$ cat src/rtl/modulation_pipe_pkg.sv
// Shared constants and types for the modulation pipe: segment word width,
// default segments per symbol and the drop-counter width with its saturating increment.
package modulation_pipe_pkg;

    localparam int SEG_W            = 32;
    localparam int SEGS_PER_SYM_DEF = 4;
    localparam int DROP_CNT_W       = 16;

    typedef logic [SEG_W-1:0] seg_word_t;

    function automatic logic [DROP_CNT_W-1:0] sat_inc(input logic [DROP_CNT_W-1:0] v);
        return (v == '1) ? v : v + 1'b1;
    endfunction

endpackage

$ cat src/rtl/mod_segment_streamer_seg_fifo_core.sv
// Storage, pointers and occupancy for the segment FIFO; head word is read combinationally
// (first-word-fall-through). Caller must never push when full unless it also pops.
module seg_fifo_core
    import modulation_pipe_pkg::*;
#(
    parameter int DATA_W = SEG_W,
    parameter int DEPTH  = 8
) (
    input  logic                     clk,
    input  logic                     reset,
    input  logic                     push,
    input  logic                     pop,
    input  logic [DATA_W-1:0]        wr_data,
    output logic [DATA_W-1:0]        rd_data,
    output logic [$clog2(DEPTH):0]   level
);

    localparam int PTR_W = $clog2(DEPTH);

    logic [DATA_W-1:0] mem [DEPTH];
    logic [PTR_W-1:0]  wr_ptr;
    logic [PTR_W-1:0]  rd_ptr;

    // Full-with-pop writes the slot being read this cycle; the old word leaves on the same edge.
    always_ff @(posedge clk) begin
        if (reset) begin
            for (int i = 0; i < DEPTH; i++) begin
                mem[i] <= '0;
            end
            wr_ptr <= '0;
            rd_ptr <= '0;
            level  <= '0;
        end else begin
            if (push) begin
                mem[wr_ptr] <= wr_data;
                wr_ptr      <= wr_ptr + 1'b1;
            end
            if (pop) begin
                rd_ptr <= rd_ptr + 1'b1;
            end
            case ({push, pop})
                2'b10:   level <= level + 1'b1;
                2'b01:   level <= level - 1'b1;
                default: level <= level;
            endcase
        end
    end

    assign rd_data = mem[rd_ptr];

endmodule

$ cat src/rtl/mod_segment_streamer.sv
// Segment word FIFO with valid/ready output and symbol-boundary marker; 1-cycle fall-through,
// input never stalls (words arriving when full are dropped). Optional STREAMER_DROP_CNT_EN adds drop_count.
module mod_segment_streamer
    import modulation_pipe_pkg::*;
#(
    parameter int DATA_W       = SEG_W,
    parameter int DEPTH        = 8,
    parameter int SEGS_PER_SYM = SEGS_PER_SYM_DEF
) (
    input  logic                     clk,
    input  logic                     reset,
    input  logic                     in_valid,
    input  logic [DATA_W-1:0]        in_data,
    output logic                     out_valid,
    input  logic                     out_ready,
    output logic [DATA_W-1:0]        out_data,
    output logic                     out_last,
    output logic [$clog2(DEPTH):0]   level,
    output logic                     overflow
`ifdef STREAMER_DROP_CNT_EN
    ,
    output logic [DROP_CNT_W-1:0]    drop_count
`endif
);

    localparam int LVL_W     = $clog2(DEPTH) + 1;
    localparam int SEG_IDX_W = (SEGS_PER_SYM > 1) ? $clog2(SEGS_PER_SYM) : 1;

    logic                 full;
    logic                 pop;
    logic                 push;
    logic                 drop;
    logic                 seg_wrap;
    logic [SEG_IDX_W-1:0] seg_idx;

    assign full      = (level == LVL_W'(DEPTH));
    assign out_valid = (level != '0);
    assign pop       = out_valid && out_ready;
    assign drop      = in_valid && full && !pop;
    assign push      = in_valid && !drop;
    assign seg_wrap  = (seg_idx == SEG_IDX_W'(SEGS_PER_SYM - 1));
    assign out_last  = out_valid && seg_wrap;

    seg_fifo_core #(
        .DATA_W (DATA_W),
        .DEPTH  (DEPTH)
    ) u_core (
        .clk     (clk),
        .reset   (reset),
        .push    (push),
        .pop     (pop),
        .wr_data (in_data),
        .rd_data (out_data),
        .level   (level)
    );

    // Drops leave seg_idx alone: alignment after an overflow is the consumer's problem.
    always_ff @(posedge clk) begin
        if (reset) begin
            seg_idx  <= '0;
            overflow <= 1'b0;
        end else begin
            if (pop) begin
                seg_idx <= seg_wrap ? '0 : seg_idx + 1'b1;
            end
            if (drop) begin
                overflow <= 1'b1;
            end
        end
    end

`ifdef STREAMER_DROP_CNT_EN
    always_ff @(posedge clk) begin
        if (reset) begin
            drop_count <= '0;
        end else if (drop) begin
            drop_count <= sat_inc(drop_count);
        end
    end
`endif

endmodule

$ cat config.mk
export PLATFORM = sky130hd
export DESIGN_NAME = mod_segment_streamer
export DESIGN_NICKNAME = d
export VERILOG_FILES = /design/src/rtl/modulation_pipe_pkg.sv /design/src/rtl/mod_segment_streamer_seg_fifo_core.sv /design/src/rtl/mod_segment_streamer.sv
export SDC_FILE = /design/constraint.sdc
export NUM_CORES = 1
export LEC_CHECK = 0
export BUFFER_PORTS_ARGS = -buffer_cell sky130_fd_sc_hd__buf_2
export CORE_ASPECT_RATIO = 1.5
export CORE_MARGIN = 3
export CORE_UTILIZATION = 55
export CTS_CLUSTER_SIZE = 40
export DETAILED_ROUTE_END_ITERATION = 7
export MAX_ROUTING_LAYER = met4
export PLACE_DENSITY = 0.73
export SLEW_MARGIN = 20
export SYNTH_ARGS = -nofsm -noshare
export SYNTH_HDL_FRONTEND = slang
export SYNTH_HIERARCHICAL = 1
export SYNTH_SLANG_ARGS = --single-unit
export TNS_END_PERCENT = 1
$ cat constraint.sdc
create_clock -name clk -period 5.6 [get_ports clk]
set_input_delay 0.28 -clock clk [delete_from_list [all_inputs] [get_ports clk]]
set_output_delay 0.28 -clock clk [all_outputs]
set_load 0.1 [all_outputs]
== Yosys cells after proc, flatten, opt, wreduce, memory -nomap -nowiden ==
Memory sizes are Yosys's and may differ from the RTL's. A register that Yosys moved wholly into a read port is not among the register bits.
Cells that the tools add are included.

* Bits in read-only memories: 0
* Output and inout port bits: 39
* Latch bits: 0
* Bits in writable memories: 256
* Register bits after elaboration: 13
* Input port bits: 36
* Word-level logic and storage cells: 37
* Memories: 1

{| class="wikitable"
|+ Memory list
! name !! depth !! bits a word !! rd ports !! clocked after Yosys merged registers in !! write ports !! line !! RTL
|-
| u_core.mem || 8 || 32 || 1 || 1 || 8 || mod_segment_streamer_seg_fifo_core.sv:20 || <nowiki>logic [DATA_W-1:0] mem [DEPTH];</nowiki>
|}

* Equality and inequality tests: 4
* Reductions and logical operators: 10
* Divide/modulo/power cells: 0
* Bitwise gates (word level): 0
* Muxes and demuxes: 12
* $lt $le $gt $ge: 0
* Multipliers: 0
* Shift operators: 0
* $add $sub $neg: 5

{| class="wikitable"
|+ Operators by type and width
! operator !! count
|-
| $mux W32 || 1
|-
| $reduce_or A32 Y1 || 1
|-
| $mux W3 || 3
|-
| $pmux W4 S2 || 1
|-
| $add A3 B1 Y3 const B || 2
|-
| $mux W1 || 6
|-
| $logic_and A1 B1 Y1 || 5
|-
| $add A4 B1 Y4 const B || 1
|-
| $eq A2 B2 Y1 const B || 2
|-
| $eq A4 B4 Y1 const B || 1
|-
| $reduce_bool A4 Y1 || 1
|-
| $sub A4 B1 Y4 const B || 1
|-
| $add A2 B1 Y2 const B || 1
|-
| $eq A2 B1 Y1 const B || 1
|-
| $logic_not A1 Y1 || 2
|-
| $mux W2 || 1
|-
| $reduce_bool A2 Y1 || 1
|}

== Depth between registers and ports, before layout ==
* Word-level depth: 11
* Depth in mapped cells: 11
* Depth with buffers taken out: 11

== By module ==
Netlist, hierarchy kept.

{| class="wikitable"
|+ By module, submodules not included
! module !! instances !! seq. area each (um2) !! cells an instance !! area each (um2)
|-
| seg_fifo_core || 1 || 7,947.6 || 729 || 12,007.8
|-
| mod_segment_streamer || 1 || 60.1 || 19 || 177.7
|}

== Worst setup path after synthesis ==
OpenSTA, ideal clock, no wires.

* Path kind: register to register
* Start point: reg u_core.level[1]
* End point: reg u_core.level[3]
* Clock period less this slack: 3.077 ns
* Data required time: 5.479 ns
* Library setup time: 0.121 ns
* Stages on the path, launching flop included: 11
* Slack: 2.523 ns
* Buffers on the path: 1
* Arrival: 2.957 ns
* Cells stage by stage: dfxtp_1 -> nor3_1 -> nand4b_1 -> and2_1 -> inv_1 -> ha_1 -> clkbuf_1 -> nor4b_1 -> o21ai_0 -> o31ai_1 -> mux2_2

* Word-level cells in the longest chain between the ends: 8
* Elaborated cells between the ends (all ways): 14
* Those cells by class: add/sub (2); eq/ne (3); mux (1); reduce/logical (8)

{| class="wikitable"
|+ RTL lines
! item !! line !! RTL
|-
| start: declaration || mod_segment_streamer_seg_fifo_core.sv:15 || <nowiki>output logic [$clog2(DEPTH):0] level</nowiki>
|-
| start signal: assignment || mod_segment_streamer_seg_fifo_core.sv:42 || <nowiki>2'b10: level <= level + 1'b1;</nowiki>
|-
| start signal: assignment || mod_segment_streamer_seg_fifo_core.sv:43 || <nowiki>2'b01: level <= level - 1'b1;</nowiki>
|-
| start signal: assignment || mod_segment_streamer_seg_fifo_core.sv:44 || <nowiki>default: level <= level;</nowiki>
|-
| $reduce_bool A4 Y1 || mod_segment_streamer.sv:37 || <nowiki>assign out_valid = (level != '0);</nowiki>
|-
| $logic_and A1 B1 Y1 || mod_segment_streamer.sv:38 || <nowiki>assign pop = out_valid && out_ready;</nowiki>
|-
| $logic_not A1 Y1 || mod_segment_streamer.sv:39 || <nowiki>assign drop = in_valid && full && !pop;</nowiki>
|-
| $logic_and A1 B1 Y1 (*) || mod_segment_streamer.sv:39 ||
|-
| $logic_not A1 Y1 (*) || mod_segment_streamer.sv:40 || <nowiki>assign push = in_valid && !drop;</nowiki>
|-
| $logic_and A1 B1 Y1 (*) || mod_segment_streamer.sv:40 ||
|-
| via push || mod_segment_streamer.sv:31 || <nowiki>logic push;</nowiki>
|-
| $eq A2 B1 Y1 / $eq A2 B2 Y1 (equally long branches) || mod_segment_streamer_seg_fifo_core.sv:41 || <nowiki>case ({push, pop})</nowiki>
|-
| $pmux W4 S2 / $reduce_bool A2 Y1 (equally long branches) || n/a ||
|}

The timed path passes the listed nets; every way through them passes the cells marked *.
A chain may end at the register's enable or synchronous reset.

==> run_results.csv <==
group,metric,value,unit
status,status,"finished, final reports clean",
drt,drc,0,
die,initial_core_util,56.1,%
placed_design,gp_congestion,0.796,
grt,globalRouteOverflowTotal,0,
timing,tightest_slew,0.943,ns
die,core,21700,µm²
flow_run,drv_cap,0,
drt,route.met2.wl,13100,µm
drt,vias_per_cell,5.89,
die,die_w,128,µm
placed_design,numPortBuffers,74,
worst_setup_path,cp.arrival,3.26,ns
drt,drt-initial-drc-count,723,
die,num_rows,66,
logic_synthesis,synthCells,748,
drt,top_layer,"met4",
logic_synthesis,ys_types,34,
timing,drv_slew,0,
cts,htreeDepth,1,
logic_synthesis,ys_warn_count,6,
die,ios,75,
cts,clk-insertion-delay-late,0.52,ns
cts,tritoncts,"built",
timing,fin_worst_skew,0.0125,ns
die,dieArea,24000,µm²
layout,nets,854,
layout,drive_gt1_share,28.3,%
cts,cts_resized,0,
cts,cts_setup_buffers,0,
timing,fin_ws,2.06,ns
grt,antenna_found_initial,2,
grt,grt_usage,23.0,%
drt,routed_wl,25900,µm
worst_setup_path,crit_path_max_fanout,43,
logic_synthesis,syn_area,12200,µm²
timing,setup_tns,0,ns
timing,finalSetupViolations,0,
drt,ant_nets,0,
grt,grt_pass1_wl,40500,µm
placed_design,hpwl,15900,µm
logic_synthesis,syn-num-nets,790,
drt,met3_length,1620,µm
cts,numCtsBuffers,25,
hold_path,holdCritPathClass,"in2reg",
drt,wl_met1,10700,µm
die,die_h,188,µm
timing,max-slew-margin-rel,37.1,%
logic_synthesis,ys_seq_area_share,65.7,%
logic_synthesis,syn-mean-instance-area,16.3,µm²
cts,root_buffer,"clkbuf_16",
cts,ctsHoldBuffers,0,
worst_setup_path,required,5.32,ns
cts,ctsLongestPathBuffers,3,
drt,vias,6503,
timing,post-route-period-util,63.3,%
grt,grt_pass1_vias,6909,
worst_setup_path,critical_path_class,"reg2out",
timing,period_minus_slack,3.54,ns
cts,path_clk_slew,0.06,ns
grt,grt_max_degree,44,
layout,stdcell_area,13600,µm²
timing,finalHoldViolations,0,
worst_setup_path,start_kind,"flip-flop",
timing,rsz0062_at_grt,"false",
drt,first_pass_iters,5,
timing,fmax,0.282,GHz
cts,clkSinkCount,272,
power,cellPowerDensity,435,nW/µm²
layout,areaGrowthSynthToFinish,11.4,%
drt,wire_per_inst,23.4,µm
worst_setup_path,end_kind,"primary output",
placed_design,dpl_cell_area,12800,µm²
power,p_leak,5.02,nW
timing,hold_slack,0.0809,ns
logic_synthesis,ys_seq_elements,272,
power,vdd_drop_max,0.299,mV
placed_design,place_ws,2.03,ns
==> state kept, by name (all words and copies together) (netlist names), named ones only <==
signal and cells:
u_core/mem 256, u_core/level 4, u_core/rd_ptr 3, u_core/wr_ptr 3, seg_idx 2, overflow 1
==> layer usage <==
| metal | up-vias | global-route usage (%) |
|---|---|---|
| li1 | 2886 | - |
| met1 | 3373 | 30.9 |
| met2 | 207 | 37.5 |
| met3 | 37 | 3.46 |
| met4 | 0 | 5.16 |
| met5 | - | - |
==> worst max-delay path: stages (launching register included) <==
cell and delay, ns:
dfxtp_4 0.95, buf_4 0.54, mux4_2 0.62, mux2_2 0.30, buf_2 0.30
==> power by group <==
| group | switching, mW | internal [mW] | leakage, nW |
|---|---|---|---|
| logic | 1.20 | 0.531 | 1.85 |
| registers | 0.179 | 2.35 | 2.78 |
| clock network | 0.728 | 0.916 | 0.385 |
| total | 2.11 | 3.80 | 5.02 |
==> final cells by class <==
class                           count  area (µm²)
Antenna cell                        2        5.00
Timing Repair Buffer               82         430
Clock inverter                     19         160
Sequential cell                   272        8020
Inverter                            4        15.0
Multi-Input combinational cell    427        3970
Fill cell                        1554        8150
Clock buffer                       27         633
Tap cell                          272         340
==> cell families after synthesis <==
family	after synthesis	synth area share, %
AND/OR/NAND/NOR	304	15.4
flip-flops	272	65.7
multiplexers	101	15.2
buffers and inverters	49	2.03
AO/OA/AOI/OAI	9	0.575
XOR/XNOR	7	0.503
adder cells (fa/ha/maj)	6	0.616
==> stage by stage <==
step,power (mW),instances,utilization [%]
2_1_floorplan,4.00,748,-
3_3_place_gp,4.28,1057,58.7
3_5_place_dp,4.31,1057,58.7
4_1_cts,5.95,1103,62.4
5_1_grt,6.12,1105,62.5
6_report,5.90,1105,62.5
==> path summary, 6_finish.rpt <==
check / from / to / slack [ns] / cells past startpoint
max: flip-flop / out_data[0] / 2.06 / 4
min: in_valid / overflow$_SDFFE_PP0P_ / 0.08 / 3
max reg2reg: u_core/level[1]$_SDFFE_PP0P_ / u_core/mem[7][27]$_SDFFCE_PN0P_ / 2.36 / 6
min reg2reg: overflow$_SDFFE_PP0P_ / overflow$_SDFFE_PP0P_ / 0.47 / 2
==> synth_stat cells <==
| cell type | instances | area [µm²] |
|---|---|---|
| a21oi_1 | 4 | 20.0 |
| and2_1 | 257 | 1610 |
| buf_1 | 1 | 3.75 |
| buf_2 | 12 | 60.1 |
| buf_4 | 1 | 7.51 |
| buf_6 | 6 | 67.6 |
| clkbuf_1 | 25 | 93.8 |
| dfxtp_1 | 16 | 320 |
| edfxtp_1 | 256 | 7690 |
| ha_1 | 6 | 75.1 |
| inv_1 | 4 | 15.0 |
| mux2_2 | 33 | 372 |
| mux2i_1 | 4 | 40.0 |
| mux4_2 | 64 | 1440 |
| nand2_1 | 6 | 22.5 |
| nand2b_1 | 1 | 6.26 |
| nand3b_1 | 1 | 7.51 |
| nand4b_1 | 1 | 8.76 |
| nor2_1 | 16 | 60.1 |
| nor2_2 | 2 | 12.5 |
| nor2b_1 | 3 | 18.8 |
| nor3_1 | 1 | 5.00 |
| nor4_1 | 1 | 6.26 |
| nor4_2 | 2 | 25.0 |
| nor4b_1 | 1 | 8.76 |
| nor4bb_1 | 1 | 10.0 |
| o21ai_0 | 3 | 15.0 |
| o31ai_1 | 1 | 7.51 |
| o41ai_4 | 1 | 27.5 |
| or2_2 | 8 | 50.1 |
| or3_1 | 2 | 12.5 |
| or3b_1 | 1 | 8.76 |
| xnor2_1 | 2 | 17.5 |
| xor2_1 | 5 | 43.8 |
==> placed cells by master, fill, tap and decap left out, types with 2 or more instances in the layout <==
cell type   netlist  routed
nor4_4            0       2
nor2_4            0       3
buf_4             1       8
nand2_1           6       6
edfxtp_1        256     256
buf_2            12      74
xnor2_1           2       2
mux2i_1           4       4
mux4_2           64      64
clkinv_2          0       5
nor2_1           16      12
bufinv_16         0       2
or2_2             8       8
diode_2           0       2
inv_1             4       4
clkbuf_1         25       2
nor2_2            2       3
clkinvlp_4        0       2
ha_1              6       6
mux2_2           33      33
or3_1             2       2
clkbuf_16         0      25
a21oi_1           4       4
o21ai_0           3       3
nor2b_1           3       3
dfxtp_4           0       2
dfxtp_1          16      14
xor2_1            5       5
clkinv_1          0       7
and2_1          257     257
No activity file was read; power rests on OpenSTA's default activity.
